==> config.mk <==
export PLATFORM = sky130hd
export DESIGN_NAME = serv_rf_ram_arb
export DESIGN_NICKNAME = d
export VERILOG_FILES = /design/src/rtl/serv_rf_ram_arb_pkg.sv /design/src/rtl/serv_rf_ram_arb.sv
export SDC_FILE = /design/constraint.sdc
export NUM_CORES = 1
export LEC_CHECK = 0
export ABC_AREA = 1
export ABC_CLOCK_PERIOD_IN_PS = 3600
export CAP_MARGIN = 40
export CORE_UTILIZATION = 30
export DETAILED_ROUTE_END_ITERATION = 10
export PLACE_DENSITY_LB_ADDON = 0.1
export SYNTH_ARGS = -nofsm -noshare
export SYNTH_HDL_FRONTEND = slang
export SYNTH_SLANG_ARGS = --single-unit
==> constraint.sdc <==
create_clock -name i_clk -period 3.6 [get_ports i_clk]
set_clock_uncertainty 0.15 [all_clocks]
set_input_delay 0.54 -clock i_clk [delete_from_list [all_inputs] [get_ports i_clk]]
set_output_delay 0.54 -clock i_clk [all_outputs]
set_load 0.03 [all_outputs]
==> src/rtl/serv_rf_ram_arb_pkg.sv <==
// Shared definitions for the RF RAM core/host arbiter and serv_rf_ram_if.
// The optional range check is enabled in serv_rf_ram_arb by SERV_RF_ARB_RANGE_EN.
package serv_rf_ram_arb_pkg;

    typedef enum logic [1:0] {
        ST_IDLE = 2'd0,
        ST_RD   = 2'd1,
        ST_WR   = 2'd2,
        ST_ACK  = 2'd3
    } arb_state_t;

    localparam int REG_BITS   = 32;
    localparam int HOST_ADR_W = 6;

    function automatic int rows_per_reg(input int w);
        return REG_BITS / w;
    endfunction

    function automatic int part_bits(input int w);
        return $clog2(REG_BITS / w);
    endfunction

    // Row address {reg, part}; the caller truncates to its own address width.
    function automatic logic [31:0] row_addr(input logic [31:0] reg_idx,
                                             input logic [31:0] part,
                                             input int          pw);
        return (reg_idx << pw) | part;
    endfunction

endpackage

==> src/rtl/serv_rf_ram_arb.sv <==
// Shares the RF RAM between the core (strict priority per port) and a 32-bit host port.
// Optional macro SERV_RF_ARB_RANGE_EN adds a range check and the o_host_err output.
//
// state   | meaning
// IDLE    | waiting for i_host_cyc
// RD      | issuing host row reads into free read-port slots, capturing data
// WR      | issuing host row writes into free write-port slots
// ACK     | one-cycle completion pulse to the host
module serv_rf_ram_arb
    import serv_rf_ram_arb_pkg::*;
#(
    parameter int width    = 2,
    parameter int csr_regs = 4,
    parameter int l2d      = $clog2((32 + csr_regs) * 32 / width)
) (
    input  logic                  i_clk,
    input  logic                  i_rst,
    input  logic [l2d-1:0]        i_core_waddr,
    input  logic [width-1:0]      i_core_wdata,
    input  logic                  i_core_wen,
    input  logic [l2d-1:0]        i_core_raddr,
    input  logic                  i_core_ren,
    output logic [width-1:0]      o_core_rdata,
    output logic [l2d-1:0]        o_ram_waddr,
    output logic [width-1:0]      o_ram_wdata,
    output logic                  o_ram_wen,
    output logic [l2d-1:0]        o_ram_raddr,
    output logic                  o_ram_ren,
    input  logic [width-1:0]      i_ram_rdata,
    input  logic [HOST_ADR_W-1:0] i_host_adr,
    input  logic [31:0]           i_host_dat,
    input  logic                  i_host_we,
    input  logic                  i_host_cyc,
    output logic [31:0]           o_host_rdt,
    output logic                  o_host_ack
`ifdef SERV_RF_ARB_RANGE_EN
    ,
    output logic                  o_host_err
`endif
);

    localparam int          N         = rows_per_reg(width);
    localparam int          PW        = part_bits(width);
    localparam int          CW        = PW + 1;
    localparam logic [CW-1:0] LP_N    = CW'(N);
    localparam logic [CW-1:0] LP_LAST = CW'(N - 1);
    localparam int          REG_LIMIT = 32 + csr_regs;

    arb_state_t            r_state;
    logic [HOST_ADR_W-1:0] r_adr;
    logic [31:0]           r_dsh;
    logic [31:0]           r_buf;
    logic [31:0]           r_rdt;
    logic [CW-1:0]         r_icnt;
    logic [CW-1:0]         r_ccnt;
    logic                  r_rd_pend;
    logic                  r_ack;
`ifdef SERV_RF_ARB_RANGE_EN
    logic                  r_err;
`endif

    logic                  w_issue_ok;
    logic                  w_host_ren;
    logic                  w_host_wen;
    logic [l2d-1:0]        w_host_row;
    logic [31:0]           w_buf_next;

    assign w_issue_ok = (r_icnt < LP_N);
    assign w_host_ren = (r_state == ST_RD) && !i_core_ren && w_issue_ok;
    // x0 is hardwired zero, so host writes to it never touch the RAM.
    assign w_host_wen = (r_state == ST_WR) && !i_core_wen && w_issue_ok && (r_adr != '0);
    assign w_host_row = l2d'(row_addr(32'(r_adr), 32'(r_icnt), PW));
    assign w_buf_next = 32'({i_ram_rdata, r_buf} >> width);

    assign o_core_rdata = i_ram_rdata;
    assign o_ram_ren    = i_core_ren | w_host_ren;
    assign o_ram_raddr  = i_core_ren ? i_core_raddr : w_host_row;
    assign o_ram_wen    = i_core_wen | w_host_wen;
    assign o_ram_waddr  = i_core_wen ? i_core_waddr : w_host_row;
    assign o_ram_wdata  = i_core_wen ? i_core_wdata : r_dsh[width-1:0];
    assign o_host_ack   = r_ack;
    assign o_host_rdt   = r_rdt;
`ifdef SERV_RF_ARB_RANGE_EN
    assign o_host_err   = r_err;
`endif

    always_ff @(posedge i_clk) begin
        if (i_rst) begin
            r_state   <= ST_IDLE;
            r_adr     <= '0;
            r_dsh     <= '0;
            r_buf     <= '0;
            r_rdt     <= '0;
            r_icnt    <= '0;
            r_ccnt    <= '0;
            r_rd_pend <= 1'b0;
            r_ack     <= 1'b0;
`ifdef SERV_RF_ARB_RANGE_EN
            r_err     <= 1'b0;
`endif
        end else begin
            r_rd_pend <= w_host_ren;
            case (r_state)
                ST_IDLE: begin
                    if (i_host_cyc) begin
                        r_adr  <= i_host_adr;
                        r_dsh  <= i_host_dat;
                        r_icnt <= '0;
                        r_ccnt <= '0;
`ifdef SERV_RF_ARB_RANGE_EN
                        if (int'(i_host_adr) >= REG_LIMIT) begin
                            r_state <= ST_ACK;
                            r_ack   <= 1'b1;
                            r_rdt   <= '0;
                            r_err   <= 1'b1;
                        end else begin
                            r_state <= i_host_we ? ST_WR : ST_RD;
                        end
`else
                        r_state <= i_host_we ? ST_WR : ST_RD;
`endif
                    end
                end
                ST_RD: begin
                    if (w_host_ren) begin
                        r_icnt <= r_icnt + CW'(1);
                    end
                    // Data for a host-issued read lands one cycle after its issue.
                    if (r_rd_pend) begin
                        r_buf  <= w_buf_next;
                        r_ccnt <= r_ccnt + CW'(1);
                        if (r_ccnt == LP_LAST) begin
                            r_state <= ST_ACK;
                            r_ack   <= 1'b1;
                            r_rdt   <= w_buf_next;
                        end
                    end
                end
                ST_WR: begin
                    if (r_adr == '0) begin
                        r_state <= ST_ACK;
                        r_ack   <= 1'b1;
                        r_rdt   <= r_buf;
                    end else if (w_host_wen) begin
                        r_dsh  <= r_dsh >> width;
                        r_icnt <= r_icnt + CW'(1);
                        if (r_icnt == LP_LAST) begin
                            r_state <= ST_ACK;
                            r_ack   <= 1'b1;
                            r_rdt   <= r_buf;
                        end
                    end
                end
                ST_ACK: begin
                    r_state <= ST_IDLE;
                    r_ack   <= 1'b0;
`ifdef SERV_RF_ARB_RANGE_EN
                    r_err   <= 1'b0;
`endif
                end
                default: r_state <= ST_IDLE;
            endcase
        end
    end

endmodule

Yosys cells after proc, flatten, opt, wreduce, memory -nomap -nowiden
Index checks and enable logic that the tools add are counted.

Bits in registers: 116. Input port bits: 68. Output and inout bits: 59. Logic and storage cells: 85.

Add/sub/neg operators: 2. $lt $le $gt $ge: 1. Equal/unequal tests: 13. Multiplexer cells: 34. Bitwise logic cells: 3. Reductions and logical operators: 23.

Operators with widths (number): $mux W32 (8); $pmux W32 S2 (2); $mux W5 (5); $mux W10 (2); $reduce_and A5 Y1 (4); $mux W2 (8); $pmux W5 S3 (1); $add A5 B1 Y5 const B (2); $eq A5 B4 Y1 const B (2); $ne A2 B2 Y1 const B (5); $or A10 B5 Y10 (1); $pmux W5 S2 (1); $pmux W2 S4 (1); $logic_not A6 Y1 (1); $reduce_bool A2 Y1 (3); $reduce_bool A3 Y1 (2); $reduce_bool A6 Y1 (1); $logic_and A1 B1 Y1 (5); $lt A5 B5 Y1 const B (1); $mux W1 (5); $eq A2 B2 Y1 const B (2); $reduce_and A2 Y1 (2); $reduce_and A4 Y1 (1); $ne A3 B1 Y1 const B (1); 8 further kinds (10).

Depth between registers and ports, before layout
Gate-level depths: netlist of the first run.

Word-level depth: 7. Mapped depth: 12. Gate-level depth less buffers: 10.

Worst setup path after synthesis of the first run
No wires, ideal clock.

Path kind: in2out. From: in i_core_wen. To: out o_ram_waddr[2]. Arrival: 1.561 ns. Required time: 2.910 ns. Path slack: 1.349 ns. Cell stages on the path: 3. Buffers on the path: 2. Cells stage by stage: clkbuf_2 > clkbuf_1 > o21ai_0.

Cells in the longest elaborated chain, start to end: 1.

Ends and longest elaborated chain: from (decl) (line serv_rf_ram_arb.sv:20) `input logic i_core_wen,`; $mux W10 (line serv_rf_ram_arb.sv:79) `assign o_ram_waddr = i_core_wen ? i_core_waddr : w_host_row;`; to (decl) (line serv_rf_ram_arb.sv:24) `output logic [l2d-1:0] o_ram_waddr,`.

No other way between the ends.

Final worst setup path of the first run
From: reg r_state[0]. To: out o_ram_wen.

Cells in the longest elaborated chain, start to end: 5.

Ends and longest elaborated chain: from (decl) (line serv_rf_ram_arb.sv:49) `arb_state_t r_state;`; from (signal assigned) (line serv_rf_ram_arb.sv:120) `r_state <= i_host_we ? ST_WR : ST_RD;`; $eq A2 B2 Y1 (line serv_rf_ram_arb.sv:71) `assign w_host_wen = (r_state == ST_WR) && !i_core_wen && w_issue_ok && (r_adr != '0);`; $logic_and A1 B1 Y1 (3 in a row) (line serv_rf_ram_arb.sv:71); $or A1 B1 Y1 (line serv_rf_ram_arb.sv:78) `assign o_ram_wen = i_core_wen | w_host_wen;`; to (decl) (line serv_rf_ram_arb.sv:26) `output logic o_ram_wen,`.

No other way between the ends.

==> summary.txt, run 1 <==
Most used DFF post-synth -> dfxtp_1
Initial antenna violation count -> 0
Synth area leader -> dfxtp_1
Mapped Cells -> 850
Fill count -> 2,067
Height of the die -> 142.9 um
Crit share post-route -> 87.59%
Pins over their slew limit -> 0
Worst setup SP type -> flop
Pwr/cell area -> 693.9 mW/mm^2
RD Place Congestion -> 0.8008
Post-synth top cells -> nand2_1, inv_1, dfxtp_1, o21ai_0, a21oi_1
CTS Hold Bufs -> 0
Mux contribution to synthesized area -> 5.045%
Measured slew at the worst slew-check pin -> 0.8635 ns
Post-synthesis sequential area ratio -> 39.02%
Number of global-route vias before repair -> 5,290
Clock Latency Late Sink -> 0.41 ns
Final nets -> 1,022
Grt ovf -> 0
Final wirelength -> 16,160 um
Outcome -> finished clean
I/O pins -> 127
Setup CP Type -> flop to primary output
Initial Util -> 30.58%
Count leader, synth -> nand2_1
Port Buffers -> 126
Synth Area in Compound Gates -> 15.03%
CTS Buf Count -> 17
CP Capture Type -> primary output
Worst vdd ir -> 0.3359 mV
Clock root buffer -> clkbuf_16
Flip-flop and latch count after synthesis -> 116
Syn avg cell area -> 7.002 sq um
Data required time of the critical path -> 2.91 ns
Pwr Total -> 5.518 mW
CTS tree -> built
Cell Area, Synth -> 0.005952 sq mm
Detailed-route wire length per cell -> 13.23 um
Max cap viols -> 0
Syn nets -> 927
H-tree levels -> 4
First-pass GRT wire length -> 26,740 um
Die X -> 142.9 um
Asr flop ratio synth -> 0%
Worst min path class -> flop to flop
Via count -> 5,539
CTS Sinks -> 116
Largest net degree at the start of global routing -> 80
Reg-to-reg startpoint -> r_state[0]
Clock tree buffer depth -> 2
Hold Startpoint -> o_host_rdt[29]
Core ar. -> 0.01946 sq mm
Top-area cell type share of the netlist area -> 39.02%
Post-route DRC -> 0
CP max FO -> 18
Setup violations, final -> 0
Dpl hpwl -> 10,430 um
Synthesis Warnings -> 0
Slew headroom -> 42.43%
Antenna viol nets, final -> 0
Pleak -> 3.163 nW
Setup bufs post-CTS -> 0
TNS Setup -> 0 ns
Final hold violation count -> 0
Critical path arrival -> 2.46 ns
Row cnt -> 51
Diode count -> 0
RSZ-0062 raised after global routing -> no
Tot GR Track Use -> 16.72%
Share of cells above drive strength 1 -> 6.479%
First-pass iteration count of the detailed router -> 4
Vias per cell -> 4.533
CTS resizes -> 0
Die area -> 0.02041 sq mm
Iter 0 DRT Violations -> 334
Tmin final -> 3.153 ns
Crit path from -> r_state[0]
Largest family of logic cells by synthesized area -> simple AND/OR/NAND/NOR gates
Area Overhead vs Synth -> 33.59%
Synth top area cells -> dfxtp_1, nand2_1, o21ai_0, inv_1, nand4_1
Highest Clock Rate -> 317.1 MHz
Simple-Gate Fraction of Synth Area -> 25.29%
Post-Synth Adder-Cell Area -> 1.892%
Post-synth EDFFs -> 0
Synth Area in XOR/XNOR -> 0%
Unique masters post-synth -> 29
Clock slew at reported path FFs -> 0.05 ns
-- cell type report --
cell class | instances | area (sq um) | share of cell area [%]
Timing Repair Buffer | 142 | 1381 | 17.37
Clock buffer | 22 | 474.2 | 5.964
Multi-Input combinational cell | 544 | 2825 | 35.53
Inverter | 124 | 465.4 | 5.854
Tap cell | 265 | 331.6 | 4.170
Clock inverter | 9 | 151.4 | 1.904
Sequential cell | 116 | 2322 | 29.21
-- critical path, stage by stage, from the launching register on --
cell and delay (ns):
dfxtp_1 0.33, inv_1 0.17, ha_4 0.39, inv_2 0.17, nor3_2 0.15, nand2_2 0.10
nand2_1 0.07, clkdlybuf4s50_1 0.67
-- worst paths after layout --
| path | to | slack [ns] | cells after the start |
|---|---|---|---|
| hold / removal | o_host_rdt[29] | 0.31 | 2 |
| setup / recovery | o_ram_wen | 0.45 | 7 |
| setup reg to reg | r_dsh[3] | 0.95 | 8 |
| hold reg to reg | o_host_rdt[29] | 0.31 | 2 |
-- state kept, by name (all words and copies together), names as in the netlist --
signal / cells
o_host_rdt: 32
r_buf: 32
r_dsh: 32
r_adr: 6
r_ccnt: 5
r_icnt: 5
r_state: 2
o_host_ack: 1
r_rd_pend: 1
-- layout by cell type (no fill, tap or decap), drive strengths merged --
cell type	Yosys	final
a211oi	2	2
a21oi	78	78
buf	33	16
bufinv	0	4
clkbuf	33	22
clkdlybuf4s50	0	126
clkinv	1	4
clkinvlp	0	1
dfxtp	116	116
ha	9	9
inv	123	124
mux2i	30	30
nand2	190	190
nand3	12	12
nand4	73	73
nor2	47	47
nor3	3	3
nor3b	1	1
o21ai	97	97
or2	2	2
-- cells by family after synthesis --
family,Yosys count
buffers and inverters,190
AOI/OAI and AO/OA,177
adders and majority gates,9
muxes,30
and+or+nand+nor,328
DFF,116
-- power by group --
part	internal [mW]	total, mW	switching (mW)	leakage, nW
Combinational	0.715	2.14	1.42	1.91
Clock	1.21	1.79	0.584	0.306
Sequential	1.48	1.59	0.108	0.945
Total	3.41	5.52	2.11	3.16
-- metal layers --
metal	track usage (%)	up-vias	wire length, um
li1	-	2958	-
met1	21.49	2472	8016
met2	27.61	99	7419
met3	3.655	10	562
met4	5.603	0	165
met5	0	-	0
-- stage by stage --
step	setup slack, ns	hold slack [ns]	area [sq um]	cells	util [%]
final	0.4468	0.3093	7951	1222	40.86
after global routing	0.2691	0.3311	7951	1222	40.86
after CTS	0.3832	0.3119	7951	1222	40.86
after detailed placement	0.5347	0.3030	7326	1191	37.64
after global placement	0.5204	0.3013	7326	1191	37.64
after floorplan	1.349	0.2926	5952	850	-
No activity file was read; power rests on OpenSTA's default activity.
==> inputs of run 2 (changes only) <==
--- a/config.mk
+++ b/config.mk
@@ -6,7 +6,7 @@
 export NUM_CORES = 1
 export LEC_CHECK = 0
 export ABC_AREA = 1
-export ABC_CLOCK_PERIOD_IN_PS = 3600
+export ABC_CLOCK_PERIOD_IN_PS = 3100
 export CAP_MARGIN = 40
 export CORE_UTILIZATION = 30
 export DETAILED_ROUTE_END_ITERATION = 10
==> constraint.sdc (replaced) <==
create_clock -name i_clk -period 3.1 [get_ports i_clk]
set_clock_uncertainty 0.15 [all_clocks]
set_input_delay 0.465 -clock i_clk [delete_from_list [all_inputs] [get_ports i_clk]]
set_output_delay 0.465 -clock i_clk [all_outputs]
set_load 0.03 [all_outputs]
==> summary.txt, run 2 (same netlist as run 1, synthesis figures left out) <==
Core ar. -> 0.01946 sq mm (unchanged)
Int Pwr -> 4.041 mW (+19%)
CP max FO -> 26 (+8)
CTS Buf Count -> 17 (unchanged)
Vias per cell -> 4.501 (-0.70%)
CTS tree -> built
RSZ-0062 raised after global routing -> no
Combinational power share -> 38.3% (-0.4 points)
Tot GR Track Use -> 16.44% (-0.28 points)
Largest net degree at the start of global routing -> 49 (-39%)
Diode count -> 0 (unchanged)
Pleak -> 3.195 nW (+1.0%)
Area Overhead vs Synth -> 34.69%
CP Capture Type -> primary output
Outcome -> finished clean
Iter 0 DRT Violations -> 220 (-34%)
Pwr/cell area -> 813.8 mW/mm^2 (+17%)
Critical path arrival -> 2.02 ns (-0.44 ns)
Sequential share of power -> 28.3% (-0.6 points)
Clock slew at reported path FFs -> 0.06 ns (about the same)
CTS resizes -> 0 (unchanged)
Placed cell areas -> 0.007358 sq mm (+0.44%)
First-pass GRT wire length -> 26,280 um (-1.8%)
Height of the die -> 142.9 um (unchanged)
Dpl hpwl -> 10,660 um (+2.3%)
Detailed-route wire length per cell -> 13.08 um (-1.1%)
Data required time of the critical path -> 2.48 ns (-0.43 ns)
Highest Clock Rate -> 379.6 MHz
Max cap viols -> 0 (unchanged)
Highest Signal Layer -> met4
Measured slew at the worst slew-check pin -> 0.5801 ns (-0.2834 ns)
Design area -> 0.008016 sq mm (+0.82%)
Pins over their slew limit -> 0 (unchanged)
Final hold violation count -> 0 (unchanged)
Final nets -> 1,025 (+0.29%)
Commonest non-fill, non-tap cell in the layout -> nand2_1
Clock root buffer -> clkbuf_16
Worst vdd ir -> 0.4852 mV (+44%)
Metal2 WL -> 7376 um (-0.58%)
Clock Latency Late Sink -> 0.41 ns (about the same)
Tmin final -> 2.634 ns
Fill count -> 2,035 (-1.5%)
Share of cells above drive strength 1 -> 7.076% (+0.60 points)
Initial antenna violation count -> 0 (unchanged)
Commonest cells after routing, fill and taps aside -> nand2_1, clkdlybuf4s50_1, inv_1
Port Buffers -> 126 (unchanged)
Worst min path class -> flop to flop
Row cnt -> 51 (unchanged)
I/O pins -> 127 (unchanged)
Worst setup SP type -> input pin
Slew headroom -> 61.33% (+19 points)
Sw frac -> 38.06% (-0.23 points)
Clk pwr share -> 33.5% (+1.1 points)
Setup bufs post-CTS -> 0 (unchanged)
Switch Pwr -> 2.483 mW (+18%)
TNS Setup -> 0 ns (unchanged)
Post-route DRC -> 0 (unchanged)
Setup violations, final -> 0 (unchanged)
Via count -> 5,518 (-0.38%)
Number of global-route vias before repair -> 5,184 (-2.0%)
Multi-input combinational cell area -> 0.002825 sq mm (unchanged)
Grt ovf -> 0 (unchanged)
Die X -> 142.9 um (unchanged)
CTS Hold Bufs -> 0 (unchanged)
Setup CP Type -> input pin to primary output
CTS Sinks -> 116 (unchanged)
FF+latch area -> 0.002322 sq mm (unchanged)
Crit share post-route -> 84.97%
M1 wire length -> 7662 um (-4.4%)
Met3 routed WL -> 864 um (+54%)
Antenna viol nets, final -> 0 (unchanged)
Final wirelength -> 16,040 um (-0.77%)
H-tree levels -> 4 (unchanged)
RD Place Congestion -> 0.7232 (-9.7%)
Die area -> 0.02041 sq mm (unchanged)
Clock tree buffer depth -> 2 (unchanged)
Initial Util -> 30.58% (unchanged)
First-pass iteration count of the detailed router -> 4 (unchanged)
run 2: changes by cell type in the layout (fill, tap and decap cells not counted):
cell	before	now
buf_12	0	1
buf_4	16	19
bufinv_16	4	5
clkbuf_1	2	1
clkbuf_8	3	2
clkdlybuf4s50_1	126	125
clkinv_2	3	2
clkinv_4	1	2
clkinvlp_4	1	2
inv_6	0	1
run 2: stage by stage:
stage               setup WS (ns)  utilization (%)  std cells  hold slack (ns)  power [mW]
global placement           0.4692            37.81       1194           0.3037       4.410
finish                     0.4659            41.19       1226           0.3100       6.524
detailed placement         0.4515            37.81       1194           0.3058       4.399
floorplan                  0.9989                -        850           0.2926       3.791
global route               0.3576            41.19       1226           0.3301       7.036
CTS                        0.4519            41.19       1226           0.3151       6.619
run 2: critical path, cell delays in order:
cell and delay [ns]:
clkdlybuf4s50_1 0.45, buf_4 0.24, nand2_1 0.08, o21ai_0 0.08, clkdlybuf4s50_1 0.70
run 2: power by group through the flow:
stage / registers, mW / clock network (mW) / logic (mW)
detailed placement: 1.88 / 0 / 2.52
global placement: 1.88 / 0 / 2.53
finish: 1.85 / 2.18 / 2.50
CTS: 1.85 / 2.24 / 2.53
global route: 1.87 / 2.33 / 2.84
floorplan: 1.88 / 0 / 1.91
run 2: layout make-up:
| cell class | count | share of cell area, % |
|---|---|---|
| clock buffers | 20 | 5.697 |
| multi-input cells | 544 | 35.24 |
| well taps | 265 | 4.136 |
| repair buffers | 145 | 17.64 |
| inverters | 124 | 5.806 |
| flip-flops and latches | 116 | 28.97 |
| clock inverters | 12 | 2.513 |
run 2: per-layer routing:
metal,track usage [%],up-vias
met5,0,-
li1,-,2977
met2,27.17,99
met1,20.60,2430
met4,5.433,0
met3,4.460,12
run 2: final timing paths:
kind | start | end | slack, ns | cells after the start
hold / removal | o_host_rdt[31] | o_host_rdt[31] | 0.31 | 2
hold reg to reg | o_host_rdt[31] | o_host_rdt[31] | 0.31 | 2
setup reg to reg | r_state[0] | r_dsh[11] | 0.68 | 10
setup / recovery | i_core_wen | o_ram_wdata[0] | 0.47 | 5
